<file path="src/rtl/fetch_stage.sv">
// fetch_stage: instruction-fetch stage; owns the PC, reads inst_mem, buffers {pc, inst} toward decode
// Ports:
//   clk, rst                 clock, asynchronous active-high reset
//   imem_addr / imem_inst    word address to inst_mem (from pc) / same-cycle instruction
//   redirect_valid/_pc       PC change request from execute; flushes the buffer
//   id_valid/id_ready        valid/ready handshake toward decode
//   id_inst / id_pc          head entry, zero when the buffer is empty
// Build option FETCH_PERF_EN adds perf_stall_cnt and perf_flush_cnt (saturating).
module fetch_stage #(
  parameter logic [31:0] RESET_PC = 32'd0,
  parameter int ADDR_W = 8,
  parameter int DEPTH = 2
) (
  input  logic              clk,
  input  logic              rst,
  output logic [ADDR_W-1:0] imem_addr,
  input  logic [31:0]       imem_inst,
  input  logic              redirect_valid,
  input  logic [31:0]       redirect_pc,
  output logic              id_valid,
  input  logic              id_ready,
  output logic [31:0]       id_inst,
  output logic [31:0]       id_pc
`ifdef FETCH_PERF_EN
  ,
  output logic [31:0]       perf_stall_cnt,
  output logic [31:0]       perf_flush_cnt
`endif
);
  localparam int PW = $clog2(DEPTH);
  localparam int CW = $clog2(DEPTH + 1);
  logic [31:0] pc;
  logic [31:0] q_pc [DEPTH];
  logic [31:0] q_inst [DEPTH];
  logic [PW-1:0] rd_ptr, wr_ptr;
  logic [CW-1:0] count;
  logic full, pop, push;
  assign full = count == CW'(DEPTH);
  assign pop = id_valid & id_ready;
  // a full buffer can still take a new entry in the cycle its head leaves
  assign push = ~redirect_valid & (~full | pop);
  assign imem_addr = pc[ADDR_W-1:0];
  assign id_valid = count != '0;
  assign id_inst = id_valid ? q_inst[rd_ptr] : '0;
  assign id_pc = id_valid ? q_pc[rd_ptr] : '0;
  always_ff @(posedge clk or posedge rst)
    if (rst) begin
      pc <= RESET_PC;
      rd_ptr <= '0;
      wr_ptr <= '0;
      count <= '0;
    end else if (redirect_valid) begin
      pc <= redirect_pc;
      rd_ptr <= '0;
      wr_ptr <= '0;
      count <= '0;
    end else begin
      if (push) begin
        pc <= pc + 32'd1;
        wr_ptr <= wr_ptr + 1'b1;
      end
      if (pop) rd_ptr <= rd_ptr + 1'b1;
      count <= count + CW'(push) - CW'(pop);
    end
  // payload needs no reset: it is only visible through a nonzero count
  always_ff @(posedge clk)
    if (push) begin
      q_pc[wr_ptr] <= pc;
      q_inst[wr_ptr] <= imem_inst;
    end
`ifdef FETCH_PERF_EN
  logic stall_ev, flush_ev;
  assign stall_ev = full & ~id_ready;
  // an entry popped during the redirect cycle was consumed, not discarded
  assign flush_ev = redirect_valid & (count > CW'(pop));
  always_ff @(posedge clk or posedge rst)
    if (rst) begin
      perf_stall_cnt <= '0;
      perf_flush_cnt <= '0;
    end else begin
      if (stall_ev && perf_stall_cnt != '1) perf_stall_cnt <= perf_stall_cnt + 32'd1;
      if (flush_ev && perf_flush_cnt != '1) perf_flush_cnt <= perf_flush_cnt + 32'd1;
    end
`endif
endmodule

</file>
<file path="config.mk">
export PLATFORM = sky130hd
export DESIGN_NAME = fetch_stage
export DESIGN_NICKNAME = d
export VERILOG_FILES = /design/src/rtl/fetch_stage.sv
export SDC_FILE = /design/constraint.sdc
export NUM_CORES = 1
export LEC_CHECK = 0
export CORE_MARGIN = 5
export CORE_UTILIZATION = 57
export CTS_CLUSTER_SIZE = 30
export DETAILED_ROUTE_END_ITERATION = 16
export DONT_BUFFER_PORTS = 1
export PLACE_DENSITY_LB_ADDON = 0.05
export SLEW_MARGIN = 5
export SYNTH_ARGS = -nofsm -noshare
export SYNTH_HDL_FRONTEND = slang
export SYNTH_SLANG_ARGS = --single-unit
</file>
<file path="constraint.sdc">
create_clock -name clk -period 3.9 [get_ports clk]
set_input_delay 0.78 -clock clk [delete_from_list [all_inputs] [get_ports clk]]
set_output_delay 0.78 -clock clk [all_outputs]
set_load 0.005 [all_outputs]
</file>
# After elaboration in Yosys (flattened, before gate mapping)
# Memories as Yosys holds them, arrays and structs flattened.
# Index checks and enable logic that the tools add are counted.
[word_totals]
register_bits = 36
latch_bits = 0
ramBits = 128
romBits = 0
input_bits = 68
output_inout_bits = 73
elab_cells = 31
n_memories = 2
[op_classes]
add_sub_neg = 5
n_mul = 0
div = 0
order_cmp = 0
n_eq_ne = 1
shift = 0
n_mux = 11
bitwise_logic = 5
reduce_logical = 3
[mem_list]
columns = ["name", "words", "word_bits", "rd", "rd_clocked_by_memory_dff", "write_ports", "line", "text"]
rows = [
  ["q_inst", 2, 32, 1, 0, 1, "34", "logic [31:0] q_inst [DEPTH];"],
  ["q_pc", 2, 32, 1, 0, 1, "33", "logic [31:0] q_pc [DEPTH];"],
]
[ops]
columns = ["operator", "n"]
rows = [
  ["2-to-1 mux 32 bit", 4],
  ["adder 32 x 1 -> 32 bit (second input constant)", 1],
  ["2-to-1 mux 1 bit", 6],
  ["nonzero test 2 bit", 3],
  ["adder 1 bit (second input constant)", 2],
  ["adder 2 x 1 -> 2 bit", 1],
  ["AND 1 bit", 2],
  ["equality test 2 bit (second input constant)", 1],
  ["2-to-1 mux 2 bit", 1],
  ["inverter 1 bit", 2],
  ["subtractor 2 x 1 -> 2 bit", 1],
  ["OR 1 bit", 1],
]

# Depth between registers and ports, before layout
# Gate-level depths: netlist of the first run.
[depth]
word_depth = 7
mapped_depth = 9
ltp_nobuf = 8

# Worst setup path after synthesis of the first run
# OpenSTA, ideal clock, no wires.
[synth_timing]
kind = "input-to-reg"
from = "in redirect_valid"
to = "mem q_inst[0][0], enable pin"
t_arrival_ns = 3.929
t_required_ns = 3.414
path_slack_ns = -0.515
path_stages = 5
n_path_buf = 2
cell_sequence = "buf_6 -> clkinv_1 -> clkbuf_8 -> nand2_1 -> nor2_1"
[synth_via]
elab_chain_cells = 4
[synth_rtl]
columns = ["item", "line", "text"]
rows = [
  ["start: declaration", "18", "input logic redirect_valid,"],
  ["inverter 1 bit", "41", "assign push = ~redirect_valid & (~full | pop);"],
  ["AND 1 bit", "41", ""],
  ["2-to-1 mux 1 bit", "67", "if (push) begin"],
  ["2-to-1 mux 1 bit (not written as such)", "69", "q_inst[wr_ptr] <= imem_inst;"],
  ["end: declaration", "34", ""],
]
# Every way passes these cells.

# Final worst setup path of the first run
[layout_timing]
from = "reg rd_ptr"
to = "out id_inst[12]"
[layout_via]
elab_chain_cells = 2
[layout_rtl]
columns = ["item", "line", "text"]
rows = [
  ["start: declaration", "35", "logic [PW-1:0] rd_ptr, wr_ptr;"],
  ["start signal: assignment", "62", "if (pop) rd_ptr <= rd_ptr + 1'b1;"],
  ["memory read (2 x 32 bit)", "--", ""],
  ["2-to-1 mux 32 bit", "44", "assign id_inst = id_valid ? q_inst[rd_ptr] : '0;"],
  ["end: declaration", "22", "output logic [31:0] id_inst,"],
]
# Every way passes these cells.

==> reports/results.ini, run 1 <==
[run_status]
status = completed

[flow_run]
drv_cap = 0

[global_route]
grt_overflow = 0
antenna_found_initial = 0
grt_max_degree = 65
grt_use_met1_pct = 26.8
met3_usage_pct = 5.48
track_usage_pct = 19.2
grt_most_used_layer = met2
grt_pass1_vias = 4072
met2_usage_pct = 29.4
grt_first_pass_wirelength_um = 21900

[final_layout]
fin_nets = 592
layout_commonest_cell = edfxtp_1
final.fill_count = 950
drive_above_1_share_pct = 9.74
multiInputGateArea_sq_um = 2110
regArea_sq_um = 4750
finalNonFillerCells = 702
syn_to_final_growth_pct = 9.45
diodes = 0
mostFrequentLayoutCells = edfxtp_1 (128), nor2_1 (82), mux2i_1 (65)

[sta]
tightest_slew_ns = 0.878
hold_viol = 0
fmax_mhz = 357
finalSetupTns_ns = 0
setup_slack_ns = 1.10
post-route-period-util_pct = 71.8
drv_slew = 0
fin_skew_ns = 0.00469
final.min_clock_period_ns = 2.80
rsz0062_at_grt = false
finalSetupViolations = 0
relSlewSlack_pct = 41.5

[placed_design]
dpl_worst_slack_ns = 1.20
dpl.cell_count = 670
port_buffers = 0
gp_congestion = 0.813
hpwl_um = 9240

[setup_path]
slowest_stage = dfrtp_4
r2r_setup_slack_ns = 1.46
crit_start = rd_ptr$_DFFE_PP0P_
critPathCaptureType = output port
cpPeakStageDelay_ns = 0.82
crit_type = flop to output port
ff2ff_path_depth = 4
crit_arrival_ns = 2.02
cp_max_fo = 36
cp_num_cells = 3
critPathRequiredTime_ns = 3.12
worstPathCellList = buf_4 -> mux2i_1 -> nor2_1
endpoint = id_inst[12]
regToRegStartpoint = pc[3]$_DFFE_PP0P_
timing.rr.end = pc[30]$_DFFE_PP0P_
start_kind = flop
crit_family = flip-flops
cp.buffers_inverters = 1

[pwr]
intPower_uw = 3560
p_sw_share_pct = 28.7
combPwrFrac_pct = 17.9
ir_drop_mv = 0.326
p_switching_uw = 1430
pwr-share-clk_pct = 35.0
power.density_nw_per_um2 = 641
leakage_uw = 0.00263
p_seq_share_pct = 47.1

[synthesis]
synth.yosys.seq_area_share_pct = 66.7
muxShareOfSynthArea_pct = 9.15
ys_types = 43
ys_warn_count = 0
ys_seq_elements = 164
synthXorXnorAreaFrac_pct = 1.48
syn_area_sq_um = 7110
synth_cells = 533
synth_top_family_by_area = simple AND/OR/NAND/NOR gates
synth_compound_area_share_pct = 4.28
syn_avg_cell_area_sq_um = 13.3
synth_simple_gate_area_share_pct = 14.0
synth_fa_ha_area_share_pct = 0.528
synth_nets = 604

[die]
start_util_pct = 58.7
die-height_um = 122
die_w_um = 122
io-pin-count = 141
core_area_sq_um = 12100
core.rowCount = 40
die_area_sq_um = 14800

[cts]
clk_pin_slew_worst_paths_ns = 0.06
clock_sink_count = 164
cts_hold_buf = 0
cts-root-buf = clkbuf_16
htreeDepth = 4
cts_buffers = 17
post_cts_buffers = 0
cts_tree = built
insertion_delay_ns = 0.41
cts_buffer_depth = 2
cts-resized-gates = 0

[routing]
wl_per_cell_um = 19.7
via_count = 4174
drtAntennaViolNets = 0
viasPerCell = 5.95
drt_drc_violations_left = 0
drt-pass1-iter-count = 4
drt_iter0_markers = 362
wl_um = 13800

[worst_hold_path]
hold_path_class = input port to async pin

layer usage:
metal | wire (um) | up-vias | part of all wire, %
met5 | 0 | - | 0
met4 | 189 | 0 | 1.4
met3 | 1070 | 15 | 7.7
met2 | 6530 | 131 | 47
met1 | 6050 | 2058 | 44
li1 | - | 1970 | -
worst reg2reg max path, cell delays in order (launching register included):
cell,delay (ns)
dfrtp_1,0.50
nand4_2,0.19
or4_1,0.86
or4_1,0.63
a31oi_1,0.18
final cells by class:
cell class / count / area share [%]
clock inverter: 15 / 2.62
sequential: 164 / 61.0
clock buffer: 17 / 5.47
multi-input combinational: 323 / 27.1
timing repair buffer: 8 / 0.772
inverter: 7 / 0.338
tap: 168 / 2.70
Yosys cell counts (all sizes together):
cell	count	area (sq um)
nand3	18	95.1
nor2	84	315
a31oi	12	75.1
o21ai	14	70.1
or4	25	188
buf	21	145
dfrtp	36	901
or3	4	25.0
edfxtp	128	3840
a221oi	1	8.76
dlygate4sd1	1	8.76
clkinv	2	7.51
xnor2	9	78.8
o31ai	9	67.6
mux2i	65	651
inv	5	18.8
or3b	2	17.5
xor2	3	26.3
and3	3	18.8
nor4b	1	8.76
nand4	13	93.8
nand3b	1	7.51
and4	4	37.5
and2	2	13.8
nand2	31	116
a21boi	1	7.51
ha	3	37.5
or4b	1	10.0
o211ai	10	75.1
nor2b	3	18.8
nor3	3	15.0
nor3b	1	12.5
clkbuf	17	93.8
power groups by stage:
stage | Sequential [uW] | Combinational, uW | Clock [uW]
floorplan | 2280 | 803 | 0
global placement | 2380 | 908 | 0
detailed placement | 2390 | 920 | 0
CTS | 2350 | 921 | 1770
global route | 2380 | 994 | 1850
finish | 2350 | 893 | 1750
kinds of logic (layout without fill, tap and decap cells):
logic type,Yosys count,count (layout)
and+or+nand+nor,196,196
DFF,164,164
muxes,65,65
AOI/OAI and AO/OA,47,47
buffers and inverters,46,47
xor gates and xnor gates,12,12
adders and majority gates,3,3
through the flow:
stage	hold slack, ns	util [%]	cell area (sq um)	total power [uW]
after floorplan	0.457	-	7110	3080
final	0.364	64.2	7780	4990
after CTS	0.365	64.2	7780	5040
after detailed placement	0.533	59.0	7150	3310
after global placement	0.502	59.0	7150	3280
after global routing	0.417	64.2	7780	5230
state kept, by name, summed over array words and instances (netlist names):
| register | count |
|---|---|
| count | 2 |
| pc | 32 |
| q_inst | 64 |
| q_pc | 64 |
| rd_ptr | 1 |
| wr_ptr | 1 |
worst min path at each step:
| stage | end | cells past startpoint | start | slack, ns |
|---|---|---|---|---|
| 5_1_grt | pc[4]$_DFFE_PP0P_ | 2 | rst | 0.42 |
| 2_1_floorplan | q_pc[0][31]$_DFFE_PP_ | 0 | pc[31]$_DFFE_PP0P_ | 0.46 |
| 6_report | pc[17]$_DFFE_PP0P_ | 2 | rst | 0.36 |
| 3_5_place_dp | q_pc[1][31]$_DFFE_PP_ | 0 | pc[31]$_DFFE_PP0P_ | 0.53 |
| 4_1_cts | pc[17]$_DFFE_PP0P_ | 2 | rst | 0.36 |
| 3_3_place_gp | q_pc[0][31]$_DFFE_PP_ | 0 | pc[31]$_DFFE_PP0P_ | 0.50 |
Power figures use the tool's default switching activity.
==> run 2, diff against run 1 <==
==> constraint.sdc (replaced) <==
create_clock -name clk -period 2.3 [get_ports clk]
set_input_delay 0.46 -clock clk [delete_from_list [all_inputs] [get_ports clk]]
set_output_delay 0.46 -clock clk [all_outputs]
set_load 0.005 [all_outputs]
==> reports/results.ini, run 2 (same netlist as run 1, synthesis figures left out) <==
[pwr]
power.density_nw_per_um2 = 1060  ; +65%
ir_drop_mv = 0.546  ; +67%
combPwrFrac_pct = 20.7  ; +2.8 points
p_switching_uw = 2360  ; +65%
pwr-share-clk_pct = 32.7  ; -2.3 points
leakage_uw = 0.00269  ; +2.2%
intPower_uw = 5980  ; +68%
p_seq_share_pct = 46.5  ; -0.6 points
p_sw_share_pct = 28.3  ; -0.44 points
fin_total_pwr_uw = 8340  ; +67%

[sta]
relSlewSlack_pct = 61.0  ; +19 points
finalSetupViolations = 0  ; unchanged
final.min_clock_period_ns = 2.13
tightest_slew_ns = 0.583  ; -0.295 ns
drv_slew = 0  ; unchanged
post-route-period-util_pct = 92.6
fmax_mhz = 469
hold_viol = 0  ; unchanged
finalSetupTns_ns = 0  ; unchanged
whs_ns = 0.143  ; -0.221 ns
fin_skew_ns = 0.00546  ; +0.000775 ns
rsz0062_at_grt = false

[setup_path]
slowest_stage = or4_1
crit_arrival_ns = 2.46  ; +0.44 ns
critPathCaptureType = flop
crit_family = simple AND/OR/NAND/NOR gates
critPathRequiredTime_ns = 2.63  ; -0.49 ns
path_common_cell = or4_1
start_kind = flop
crit_type = flop to flop
cp_max_fo = 9  ; -75%
cp.buffers_inverters = 0  ; -1
cpPeakStageDelay_ns = 0.67  ; -0.15 ns
worstPathCellList = nor3b_2 -> or4_1 -> or4_1 -> a31oi_1

[cts]
htreeDepth = 4  ; unchanged
cts_buffers = 17  ; unchanged
insertion_delay_ns = 0.41  ; about the same
cts-root-buf = clkbuf_16
clk_pin_slew_worst_paths_ns = 0.06  ; about the same
clock_sink_count = 164  ; unchanged
cts_buffer_depth = 2  ; unchanged
cts_tree = built

[global_route]
grt_overflow = 0  ; unchanged
grt_first_pass_wirelength_um = 22200  ; +1.1%
antenna_found_initial = 0  ; unchanged
grt_max_degree = 65  ; unchanged
track_usage_pct = 19.5  ; +0.30 points
grt_pass1_vias = 4058  ; -0.34%

[placed_design]
hpwl_um = 9490  ; +2.8%
gp_congestion = 0.905  ; +11%
port_buffers = 0  ; unchanged
dpl.cell_count = 684  ; +2.1%

[routing]
wl_um = 14100  ; +1.6%
drt-pass1-iter-count = 5  ; +1
drt_drc_violations_left = 0  ; unchanged
viasPerCell = 5.88  ; -1.1%
via_count = 4215  ; +0.98%
drtAntennaViolNets = 0  ; unchanged
drt_iter0_markers = 326  ; -9.9%
wl_per_cell_um = 19.6  ; -0.56%

[die]
core.rowCount = 40  ; unchanged
io-pin-count = 141  ; unchanged
die-height_um = 122  ; unchanged
core_area_sq_um = 12100  ; unchanged
start_util_pct = 58.7  ; unchanged
die_area_sq_um = 14800  ; unchanged
die_w_um = 122  ; unchanged

[final_layout]
diodes = 0  ; unchanged
mostFrequentLayoutCells = edfxtp_1 (128), nor2_1 (82), mux2i_1 (65)
layout_commonest_cell = edfxtp_1
finalNonFillerCells = 717  ; +2.1%
largest_registers = q_inst: 64 flops, q_pc: 64 flops, pc: 32 flops
drive_above_1_share_pct = 11.3  ; +1.6 points
fin_nets = 607  ; +2.5%
syn_to_final_growth_pct = 11.0

[worst_hold_path]
hold_path_class = input port to flop

[run_status]
status = completed

[flow_run]
drv_cap = 0  ; unchanged

==> run 2: cell count changes in the layout (fill, tap and decap cells not counted), sizes merged <==
cell	delta
buf	+14
clkbuf	+4
inv	-4
bufinv	-1
clkinv	+1
dlygate4sd3	+1
==> run 2: path summary, 6_finish.rpt <==
kind | start | end | slack [ns] | depth (start not counted)
worst min register to register | pc[28]$_DFFE_PP0P_ | q_pc[1][28]$_DFFE_PP_ | 0.54 | 0
max in group asynchronous | rst | pc[16]$_DFFE_PP0P_ | 1.13 | 3
worst max register to register | count[1]$_DFF_PP0_ | pc[15]$_DFFE_PP0P_ | 0.17 | 4
worst min-delay path | imem_inst[29] | q_inst[0][29]$_DFFE_PP_ | 0.14 | 0
worst max-delay path | count[1]$_DFF_PP0_ | pc[15]$_DFFE_PP0P_ | 0.17 | 4
min in group asynchronous | rst | pc[12]$_DFFE_PP0P_ | 0.54 | 2
==> run 2: what timing repair did <==
item / CTS / global route
setup endpoints to repair: 0 / 36
buffers inserted: 0 / 0
endpoints found under the hold margin: 11 / 0
resized for setup: 0 / 2
hold buffers: 1 / 0
==> run 2: power by group through the flow <==
stage               Clock, uW  Sequential, uW  Combinational [uW]
global route             2920            3930                1920
finish                   2730            3880                1730
global placement            0            3920                1740
detailed placement          0            3940                1770
CTS                      2780            3880                1780
floorplan                   0            3850                1370
==> run 2: final cells by class <==
type	count	area, sq um
clock inverters	11	135
multi-input cells	323	2110
clock buffers	21	440
fillers	955	4220
flip-flops and latches	164	4750
inverters	7	27.5
repair buffers	23	216
well taps	168	210
==> run 2: metal layers <==
metal,vias to the layer above,part of all wire [%],wire length [um],track usage [%]
li1,1997,-,-,-
met1,2038,43,6040,26.3
met2,167,47,6670,30.5
met3,13,8.5,1200,5.71
met4,0,1.1,148,6.65
met5,-,0,0,0
==> run 2: stage by stage <==
step                      setup slack (ns)  utilization, %  cell area, sq um
after floorplan                    0.00538               -              7120
after global placement               0.202            60.2              7300
after detailed placement            0.0939            60.2              7300
after CTS                           0.0254            65.1              7880
after global routing                0.0545            65.1              7890
final                                0.169            65.1              7890
==> run 3, diff against run 2 <==
--- a/config.mk
+++ b/config.mk
@@ -5,8 +5,9 @@
 export SDC_FILE = /design/constraint.sdc
 export NUM_CORES = 1
 export LEC_CHECK = 0
-export CORE_MARGIN = 5
-export CORE_UTILIZATION = 57
+export CORE_MARGIN = 2
+export CORE_UTILIZATION = 59
+export CTS_BUF_LIST = sky130_fd_sc_hd__clkbuf_4
 export CTS_CLUSTER_SIZE = 30
 export DETAILED_ROUTE_END_ITERATION = 16
 export DONT_BUFFER_PORTS = 1
==> reports/results.ini, run 3 (same netlist as run 1, synthesis figures left out) <==
[run_status]
status = completed

[cts]
insertion_delay_ns = 0.53  ; +0.12 ns
cts_buffers = 17  ; unchanged
clk_pin_slew_worst_paths_ns = 0.11  ; +0.05 ns
cts-resized-gates = 0  ; unchanged
cts_buffer_depth = 2  ; unchanged
cts_tree = built
htreeDepth = 4  ; unchanged
cts-root-buf = clkbuf_4
clock_sink_count = 164  ; unchanged

[setup_path]
start_kind = flop
crit_arrival_ns = 1.72  ; -0.74 ns
slowest_stage = dfrtp_4
timing.rr.end = pc[15]$_DFFE_PP0P_
endpoint = id_inst[28]
cpPeakStageDelay_ns = 0.59  ; -0.08 ns
crit_family = flip-flops
crit_start = rd_ptr$_DFFE_PP0P_
critPathCaptureType = output port
r2r_setup_slack_ns = 0.14  ; -0.03 ns
worstPathCellList = buf_4 -> mux2i_1 -> nor2_1
cp_max_fo = 12  ; +3
ff2ff_path_depth = 4  ; unchanged
cp_num_cells = 3  ; -1
cp.buffers_inverters = 1  ; +1
critPathRequiredTime_ns = 1.84  ; -0.79 ns
crit_type = flop to output port
regToRegStartpoint = count[1]$_DFF_PP0_

[placed_design]
hpwl_um = 8900  ; -6.2%
gp_congestion = 0.857  ; -5.2%
dpl_cell_area_sq_um = 7280  ; -0.22%
port_buffers = 0  ; unchanged
dpl_worst_slack_ns = 0.164  ; +0.0705 ns

[global_route]
antenna_found_initial = 1  ; +1
track_usage_pct = 22.1  ; +2.6 points
grt_first_pass_wirelength_um = 21700  ; -2.1%
grt_max_degree = 65  ; unchanged
grt_overflow = 0  ; unchanged
grt_pass1_vias = 4199  ; +3.5%

[sta]
relSlewSlack_pct = 62.1  ; +1.1 points
final.min_clock_period_ns = 2.18  ; +0.0511 ns
drv_slew = 0  ; unchanged
fmax_mhz = 458  ; -2.3%
hold_viol = 0  ; unchanged
finalSetupTns_ns = 0  ; unchanged
tightest_slew_ns = 0.568  ; -0.0149 ns
finalSetupViolations = 0  ; unchanged
post-route-period-util_pct = 94.9  ; +2.2 points
setup_slack_ns = 0.118  ; -0.0511 ns
fin_skew_ns = 0.0131  ; +0.00767 ns
rsz0062_at_grt = false

[final_layout]
largest_registers = q_inst: 64 flops, q_pc: 64 flops, pc: 32 flops
drive_above_1_share_pct = 10.9  ; -0.43 points
regArea_sq_um = 4750  ; unchanged
fin_nets = 639  ; +5.3%
finish.instance_area_sq_um = 7900  ; +0.13%
final.fill_count = 900  ; -5.8%
syn_to_final_growth_pct = 11.1
post-route-util_pct = 66.6  ; +1.5 points
layout_commonest_cell = edfxtp_1
multiInputGateArea_sq_um = 2110  ; -0.18%
mostFrequentLayoutCells = edfxtp_1 (128), nor2_1 (82), mux2i_1 (65)

[routing]
drt_drc_violations_left = 0  ; unchanged
via_count = 4366  ; +3.6%
wl_um = 13900  ; -0.95%
drtAntennaViolNets = 0  ; unchanged
viasPerCell = 6.00  ; +2.0%
wl_per_cell_um = 19.1  ; -2.4%
drt-pass1-iter-count = 4  ; -1
drt_iter0_markers = 404  ; +24%

[worst_hold_path]
worstHoldPathCells = 2  ; +2
hold_path_class = input port to flop

[die]
die-height_um = 114  ; -6.5%
io-pin-count = 141  ; unchanged
die_area_sq_um = 12900  ; -13%
core_area_sq_um = 11900  ; -2.1%
start_util_pct = 59.9  ; +1.2 points
core.rowCount = 40  ; unchanged
die_w_um = 114  ; -6.5%

[pwr]
power.density_nw_per_um2 = 922  ; -13%
ir_drop_mv = 0.472  ; -14%
leakage_uw = 0.00271  ; +0.67%
fin_total_pwr_uw = 7280  ; -13%

[flow_run]
drv_cap = 0  ; unchanged

[run 3: cell types whose count changed in the layout (fill, tap and decap cells not counted), sizes merged]
cell	change
clkinv	-1
dlygate4sd3	+33
diode	+1
clkinvlp	-2
buf	-1
clkbuf	+3
bufinv	-1
[run 3: where the power goes]
part	internal (uW)	total, uW	switching [uW]
clock	715	1600	886
combinational	692	1810	1120
sequential	3640	3870	227
total	5050	7280	2240
[run 3: layer usage]
metal / track usage (%) / routed length, um
met5: 0 / 0
met3: 5.74 / 918
met1: 30.6 / 6290
met2: 34.7 / 6530
met4: 7.48 / 186
[run 3: worst register-to-register path, delay by kind of cell, from the launching register on]
family / cells / cell delay (ns)
flip-flops: 1 / 0.45
AO/OA/AOI/OAI: 1 / 0.19
AND/OR/NAND/NOR: 3 / 1.47
[run 3: area by class of cell]
class,count,area share [%]
clock buffer,24,2.28
tap,147,2.33
clock inverter,7,1.08
timing repair buffer,55,7.14
multi-input combinational,323,26.7
sequential,164,60.1
antenna,1,0.0317
inverter,7,0.348
[run 3: what timing repair did]
item,CTS,global route
setup endpoints to repair,43,0
endpoints found under the hold margin,88,0
setup buffers,1,0
hold buffers,34,0
[run 3: how the worst min path moves through the flow]
stage	startpoint	endpoint	slack (ns)
after detailed placement	rst	pc[7]$_DFFE_PP0P_	0.45
after floorplan	pc[31]$_DFFE_PP0P_	q_pc[0][31]$_DFFE_PP_	0.46
after CTS	redirect_valid	pc[24]$_DFFE_PP0P_	0.001
after global placement	rst	pc[7]$_DFFE_PP0P_	0.43
after global routing	redirect_valid	pc[7]$_DFFE_PP0P_	0.009
final	redirect_pc[14]	pc[14]$_DFFE_PP0P_	0.05
[run 3: per-stage QoR]
stage               hold WS (ns)  instances
finish                    0.0518        728
global route             0.00942        728
CTS                      0.00110        727
detailed placement         0.446        661
global placement           0.427        661
floorplan                  0.457        533
